**src/rtl/pipeline_pkg.sv**
```systemverilog
// Shared types and width helpers for the pipeline controller and its stall watchdog.
package pipeline_pkg;

  typedef enum bit [1:0] {
    RUN   = 2'b00,
    STALL = 2'b01,
    FLUSH = 2'b10,
    HALT  = 2'b11
  } pipe_state_e;

  localparam int MinCntW = 1;

  // Bits needed to hold 0..max_val inclusive.
  function automatic int cnt_width(int max_val);
    return ($clog2(max_val + 1) < MinCntW) ? MinCntW : $clog2(max_val + 1);
  endfunction

endpackage

```
**src/rtl/stall_watchdog.sv**
```systemverilog
// Saturating stall-length counter with a sticky timeout flag.
module stall_watchdog
  import pipeline_pkg::*;
#(
  parameter int unsigned STALL_TIMEOUT = 255
) (
  input  logic clk,
  input  logic rst,
  input  logic count_en,
  input  logic clear,
  output logic timeout
);

  localparam int CntW = cnt_width(int'(STALL_TIMEOUT));
  localparam logic [CntW-1:0] CntMax = CntW'(STALL_TIMEOUT);

  logic [CntW-1:0] cnt_q, cnt_d;
  logic            timeout_q, timeout_d;

  always_comb begin
    cnt_d = cnt_q;
    if (clear) begin
      cnt_d = '0;
    end else if (count_en && (cnt_q != CntMax)) begin
      cnt_d = cnt_q + 1'b1;
    end
    timeout_d = timeout_q | (cnt_d == CntMax);
  end

  always_ff @(posedge clk or posedge rst) begin
    if (rst) begin
      cnt_q     <= '0;
      timeout_q <= 1'b0;
    end else begin
      cnt_q     <= cnt_d;
      timeout_q <= timeout_d;
    end
  end

  assign timeout = timeout_q;

endmodule

```
**src/rtl/pipeline_controller.sv**
```systemverilog
// Pipeline sequencing control: per-stage enables and valids, stalls, RAW bubbles,
// branch flushes, halt and a stall-length watchdog. No datapath.
module pipeline_controller
  import pipeline_pkg::*;
#(
  parameter int unsigned STAGES        = 4,
  parameter int unsigned FLUSH_CYCLES  = 1,
  parameter int unsigned STALL_TIMEOUT = 255
) (
  input  logic              clk,
  input  logic              rst,
  input  logic              fetch_valid,
  output logic              fetch_ready,
  input  logic              mem_busy,
  input  logic              hazard_s0,
  input  logic              branch_taken,
  input  logic              halt_req,
  output logic [STAGES-1:0] stage_enable,
  output logic [STAGES-1:0] stage_valid,
  output logic              pc_load,
  output logic              halted,
  output logic              stall_timeout
);

  localparam int unsigned Last = STAGES - 1;
  localparam int FlushW = cnt_width(int'(FLUSH_CYCLES));
  localparam logic [FlushW-1:0] FlushLoad = FlushW'(FLUSH_CYCLES);

  pipe_state_e       state_q, state_d;
  logic [STAGES-1:0] valid_q, valid_d;
  logic              halted_q, halted_d;
  logic [FlushW-1:0] flush_cnt_q, flush_cnt_d;

  logic branch_go, halt_go, bubble;

  // Redirects only count when the last stage really holds an instruction.
  assign branch_go = branch_taken & valid_q[Last];
  assign halt_go   = halt_req & valid_q[Last];
  assign bubble    = hazard_s0 & valid_q[0];

  always_ff @(posedge clk or posedge rst) begin
    if (rst) begin
      state_q     <= RUN;
      valid_q     <= '0;
      halted_q    <= 1'b0;
      flush_cnt_q <= '0;
    end else begin
      state_q     <= state_d;
      valid_q     <= valid_d;
      halted_q    <= halted_d;
      flush_cnt_q <= flush_cnt_d;
    end
  end

  always_comb begin
    state_d     = state_q;
    valid_d     = valid_q;
    halted_d    = halted_q;
    flush_cnt_d = flush_cnt_q;
    unique case (state_q)
      RUN: begin
        if (mem_busy) begin
          state_d = STALL;
        end else if (branch_go) begin
          valid_d     = '0;
          flush_cnt_d = FlushLoad;
          state_d     = FLUSH;
        end else if (halt_go) begin
          valid_d  = '0;
          halted_d = 1'b1;
          state_d  = HALT;
        end else if (bubble) begin
          // s0 holds, a bubble enters s1 and older stages keep moving.
          valid_d[0] = valid_q[0];
          valid_d[1] = 1'b0;
          for (int i = 2; i < STAGES; i++) valid_d[i] = valid_q[i-1];
        end else begin
          valid_d[0] = fetch_valid;
          for (int i = 1; i < STAGES; i++) valid_d[i] = valid_q[i-1];
        end
      end
      STALL: begin
        if (!mem_busy) state_d = RUN;
      end
      FLUSH: begin
        valid_d = '0;
        if (flush_cnt_q <= FlushW'(1)) begin
          state_d = RUN;
        end else begin
          flush_cnt_d = flush_cnt_q - 1'b1;
        end
      end
      HALT: begin
        halted_d = 1'b1;
      end
    endcase
  end

  always_comb begin
    stage_enable = '0;
    fetch_ready  = 1'b0;
    pc_load      = 1'b0;
    if ((state_q == RUN) && !mem_busy) begin
      stage_enable = '1;
      if (branch_go) begin
        pc_load = 1'b1;
      end else if (halt_go) begin
        fetch_ready = 1'b0;
      end else if (bubble) begin
        stage_enable[0] = 1'b0;
      end else begin
        fetch_ready = 1'b1;
      end
    end
  end

  stall_watchdog #(
    .STALL_TIMEOUT(STALL_TIMEOUT)
  ) u_stall_watchdog (
    .clk     (clk),
    .rst     (rst),
    .count_en(state_q == STALL),
    .clear   (state_q != STALL),
    .timeout (stall_timeout)
  );

  assign stage_valid = valid_q;
  assign halted      = halted_q;

endmodule

```
**config.mk**
```make
export PLATFORM = sky130hd
export DESIGN_NAME = pipeline_controller
export DESIGN_NICKNAME = d
export VERILOG_FILES = /design/src/rtl/pipeline_pkg.sv /design/src/rtl/stall_watchdog.sv /design/src/rtl/pipeline_controller.sv
export SDC_FILE = /design/constraint.sdc
export NUM_CORES = 1
export LEC_CHECK = 0
export CORE_UTILIZATION = 35
export DETAILED_ROUTE_END_ITERATION = 16
export DONT_BUFFER_PORTS = 1
export PLACE_DENSITY = 0.46
export SYNTH_ARGS = -nofsm -noshare
export SYNTH_HDL_FRONTEND = slang
export SYNTH_HIERARCHICAL = 1
export SYNTH_SLANG_ARGS = --single-unit
```
**constraint.sdc**
```tcl
create_clock -name clk -period 2.5 [get_ports clk]
set_input_delay 0.5 -clock clk [delete_from_list [all_inputs] [get_ports clk]]
set_output_delay 0.5 -clock clk [all_outputs]
set_load 0.02 [all_outputs]
```
Word-level counts from Yosys, hierarchy flattened. Cells that the tools add are included.

Add/subtract/negate cells: 2. Magnitude comparators: 1. Equality and inequality tests: 15. Muxes and demuxes: 30. Bitwise logic cells: 4. Reductions and logical operators: 12.

Operators with widths (number): $mux 4 (4); $mux 8 (2); $mux 1 (14); $ne 2x2->1 const B (7); $mux 2 (6); $reduce_and 4->1 (3); $add 8x1->8 const B (1); $eq 8x8->1 const B (1); $ne 4x4->1 const B (2); $ne 8x8->1 const B (1); $pmux 4 s2 (1); $pmux 2 s3 (1); $eq 2x2->1 const B (2); $pmux 1 s2 (2); $reduce_bool 2->1 (2); $and 1x1->1 (3); $reduce_and 3->1 (1); $reduce_bool 3->1 (1); $eq 2x1->1 const B (1); $logic_and 1x1->1 (2); $logic_not 2->1 (1); $ne 2x1->1 const B (1); $reduce_and 2->1 (1); $le 1x1->1 const B (1); 3 further kinds (3).

Bits in registers: 17. Bits of input ports: 7. Output and inout bits: 12. Word-level logic and storage cells: 71.

Logic depth before layout (Yosys ltp).
Word-level depth: 6. Gate-level depth with buffers: 7.

Cells and area by module. Netlist, hierarchy kept.

By module, submodules not included: stall_watchdog (times used 1, cells an instance 59, area an instance 601.8 um^2, sequential area each 225.2 um^2); pipeline_controller (times used 1, cells an instance 47, area an instance 476.7 um^2, sequential area each 175.2 um^2).

Least setup slack after synthesis. No wires, ideal clock.

Path kind: reg2out. Start: register state_q[0]. End: output fetch_ready. Data arrival time: 1.523 ns. Required time: 2.000 ns. Slack: 0.477 ns. Cell stages (with the launch flop): 6. Path buffers: 0. Cells stage by stage: dfrtp_1 > inv_1 > ha_1 > nor2b_2 > nand2_1 > a21oi_1.

Cells in the longest elaborated chain, start to end: 3.

Ends and longest elaborated chain: start: declaration (RTL line pipeline_controller.sv:29) `pipe_state_e state_q, state_d;`; start signal: assignment (RTL line pipeline_controller.sv:48) `state_q <= state_d;`; $logic_not 2->1 (RTL line pipeline_controller.sv:103) `if ((state_q == RUN) && !mem_busy) begin`; $logic_and 1x1->1 (RTL line pipeline_controller.sv:103); $mux 1 (RTL line pipeline_controller.sv:103); end: declaration (RTL line pipeline_controller.sv:13) `output logic fetch_ready,`.

No other way between the ends.

Worst setup path after layout. Ends and elaborated chain as after synthesis.

==> summary.md <==
| Metric | Value |
|---|---|
| Outcome | `finished clean` |
| H-Tree Depth | `1` |
| Min Tclk post-route | `between 2000 and 2500 ps` |
| Post-CTS setup buffer count | `0` |
| Final hold vios | `0` |
| Final antenna-violating net count | `0` |
| Grt ovf | `0` |
| Syn_nets | `120` |
| Fin Setup TNS | `0 ps` |
| Slew HR | `74.6%` |
| Total CTS buffers | `3` |
| Final worst slack | `between 200 and 300 ps` |
| Ranking of synthesized cells by area | `dfrtp_1 37%, ha_1 8.1%, mux2i_1 3.7%` |
| CP endpoint kind | `output pin` |
| Fin crit share | `about nine tenths` |
| Root Buffer Master | `clkbuf_4` |
| Router iterations before antenna repair | `4` |
| Largest net degree at the start of global routing | `10` |
| CTS Buffer Depth | `2` |
| Clock sink count | `16` |
| DR WL/cell | `about 15 µm` |
| Post-synth cell types | `43` |
| Max incr delay on CP | `~440 ps` |
| Critical R2R Capture | `u_stall_watchdog/timeout` |
| Rows | `19` |
| Worst hold-check path type | `in2async` |
| Max_cap viols | `0` |
| Layout area overhead | `5.34%` |
| # setup viols final | `0` |
| Slew Limit Fails | `0` |
| Post-synthesis cell area | `1080 µm²` |
| Power per cell area | `882 nW/µm²` |
| Setup CP Type | `reg2out` |
| Worst-Margin Slew | `roughly 380 ps` |
| GPL Wtd Cong | `between 0.7 and 0.8` |
| Maximum VDD drop | `0.328 mV` |
| Post-synth top area cell | `dfrtp_1` |
| Initial Util | `a little under two fifths` |
| Number of synthesized flops with an enable pin | `0` |
| Starting DRT DRC Count | `12` |
| CP Launch Type | `flip-flop` |
| Clk_lat worst skew | `just under 300 ps` |
| Core ar. | `roughly 2800 µm²` |
| RR Startpoint | `state_q[1]` |
| Die W | `between 50 and 60 µm` |
| Ys flop type | `dfrtp_1` |
| Critical path, cell by cell | `inv_1 -> ha_1 -> nor2b_2 -> nand2_1 -> a21oi_1 -> buf_4` |
| Die Span Y | `approximately 58 µm` |
| Share of cells above drive strength 1 | `about 17%` |
| Unrepaired setup endpoints after global routing | `false` |
| Clock Skews | `about 7.9 ps` |
| Die footprint | `3310 µm²` |
| WP data required | `2000 ps` |
| Crit-path max FO | `5` |
| I/O pin count | `19` |
| Vias in the first global route | `713` |
| # port buffers | `0` |
| Global-route wire length before repair | `3390 µm` |
| R2R Setup Slk | `520 ps` |
| # diodes | `0` |
| Via density | `about 5.6` |
| Final wirelength | `around 2100 µm` |
| CTS tree | `done` |
| Crit-path leading delay family | `flip-flops` |
| Async SR Flop Fraction | `100%` |
| Sequential cell area fraction in the yosys report | `between 30% and 40%` |
| Residual DRC | `0` |
| Pre-CTS setup slack | `roughly 540 ps` |
| Critical Path AT | `~1700 ps` |
| Yosys top cell area share | `about 37%` |
| Syn avg cell area | `between 10 and 15 µm²` |
| Vias | `between 700 and 800` |
| Syn Inst Count | `106` |
| FMAX | `454 MHz` |
| GRT Overall Usage | `between 10% and 20%` |
| Clock Pin Slew Worst Setup and Hold Paths | `about 90 ps` |
| # hold bufs at CTS | `0` |
| Register-to-Register Path Depth | `6` |
| DP HPWL | `about 1600 µm` |
| Post-CTS resize count | `0` |
| Synth warnings | `6` |
| Yosys reg bits | `16` |
| Layout net count | `between 100 and 150` |
| Top post-synthesis cells by count | `16 x dfrtp_1, 10 x inv_1, 9 x nor2_1` |
| LEAKAGE | `0.522 nW` |
| Initial antenna violation count | `0` |
| Slowest CP cell | `dfrtp_1` |
| WP buf/inv | `2` |
| Top-count cell post-synth | `dfrtp_1` |
## how the worst max path moves through the flow
stage               cells past startpoint                       end  startpoint  slack (ps)
floorplan                               5               fetch_ready  state_q[0]         480
global placement                        6  u_stall_watchdog/timeout  state_q[1]         540
detailed placement                      6  u_stall_watchdog/timeout  state_q[1]         540
CTS                                     6               fetch_ready  state_q[0]         300
global route                            6               fetch_ready  state_q[0]         140
finish                                  6               fetch_ready  state_q[0]         300
## registers in the layout, indices dropped and copies added (netlist names)
| signal | count |
|---|---|
| stage_valid | 4 |
| u_stall_watchdog/cnt_q | 8 |
| halted | 1 |
| state_q | 2 |
| u_stall_watchdog/timeout | 1 |
## report_power, final
part,internal [W],switching (W),total (W)
registers,0.000305,0.0000883,0.000394
clock network,0.0000886,0.0000861,0.000175
logic,0.000188,0.000246,0.000434
total,0.000582,0.000420,0.00100
## logic make-up (layout without fill, tap and decap cells)
| family | Yosys count | count (layout) | share of synthesized area [%] |
|---|---|---|---|
| simple gates | 34 | 34 | 20.0 |
| compound gates | 25 | 25 | 19.1 |
| flops | 16 | 16 | 37.1 |
| buf+inv | 14 | 16 | 6.50 |
| fa+ha+maj | 7 | 7 | 8.12 |
| xor+xnor | 5 | 5 | 4.06 |
| mux | 5 | 5 | 5.10 |
## placed cells by master, fill, tap and decap left out, drive strengths merged
cell	count
nor2b	3
a221o	1
xnor2	1
nand2	6
a21oi	1
a31o	1
o211ai	3
and2	3
mux2i	4
a32o	2
clkbuf	4
nor3b	1
a31oi	1
nand3	2
inv	10
a211oi	1
o21ai	5
buf	2
a22o	4
nand4b	1
nor3	2
and4b	1
o2111ai	1
xor2	4
nor2	9
and3	3
dfrtp	16
ha	7
o41ai	1
o22ai	2
nand4	2
a41oi	1
mux2	1
a21o	1
and4	1
## per-layer routing
layer  GRT usage [%]  routed length, µm  up-vias
met3            2.95                 90        2
li1                -                  -      387
met1            20.9               1060      376
met4            5.23                 19        0
met5               0                  0        -
met2            17.9                895       14
## cell type report
type	count	area, µm²
Tap cell	31	38.8
Fill cell	271	1690
Sequential cell	16	400
Clock buffer	4	36.3
Timing Repair Buffer	2	15.0
Multi-Input combinational cell	76	608
Inverter	10	37.5
## per-stage QoR
stage	hold WS (ps)	instance area (µm²)	utilization [%]	std cells	total power, W
after floorplan	303	1080	-	106	0.000758
after global placement	344	1100	38.9	135	0.000838
after detailed placement	349	1100	38.9	135	0.000831
after CTS	29.2	1140	40.2	139	0.00101
after global routing	46.2	1140	40.2	139	0.00108
final	30.7	1140	40.2	139	0.00100
(Power assumes the default switching activity.)
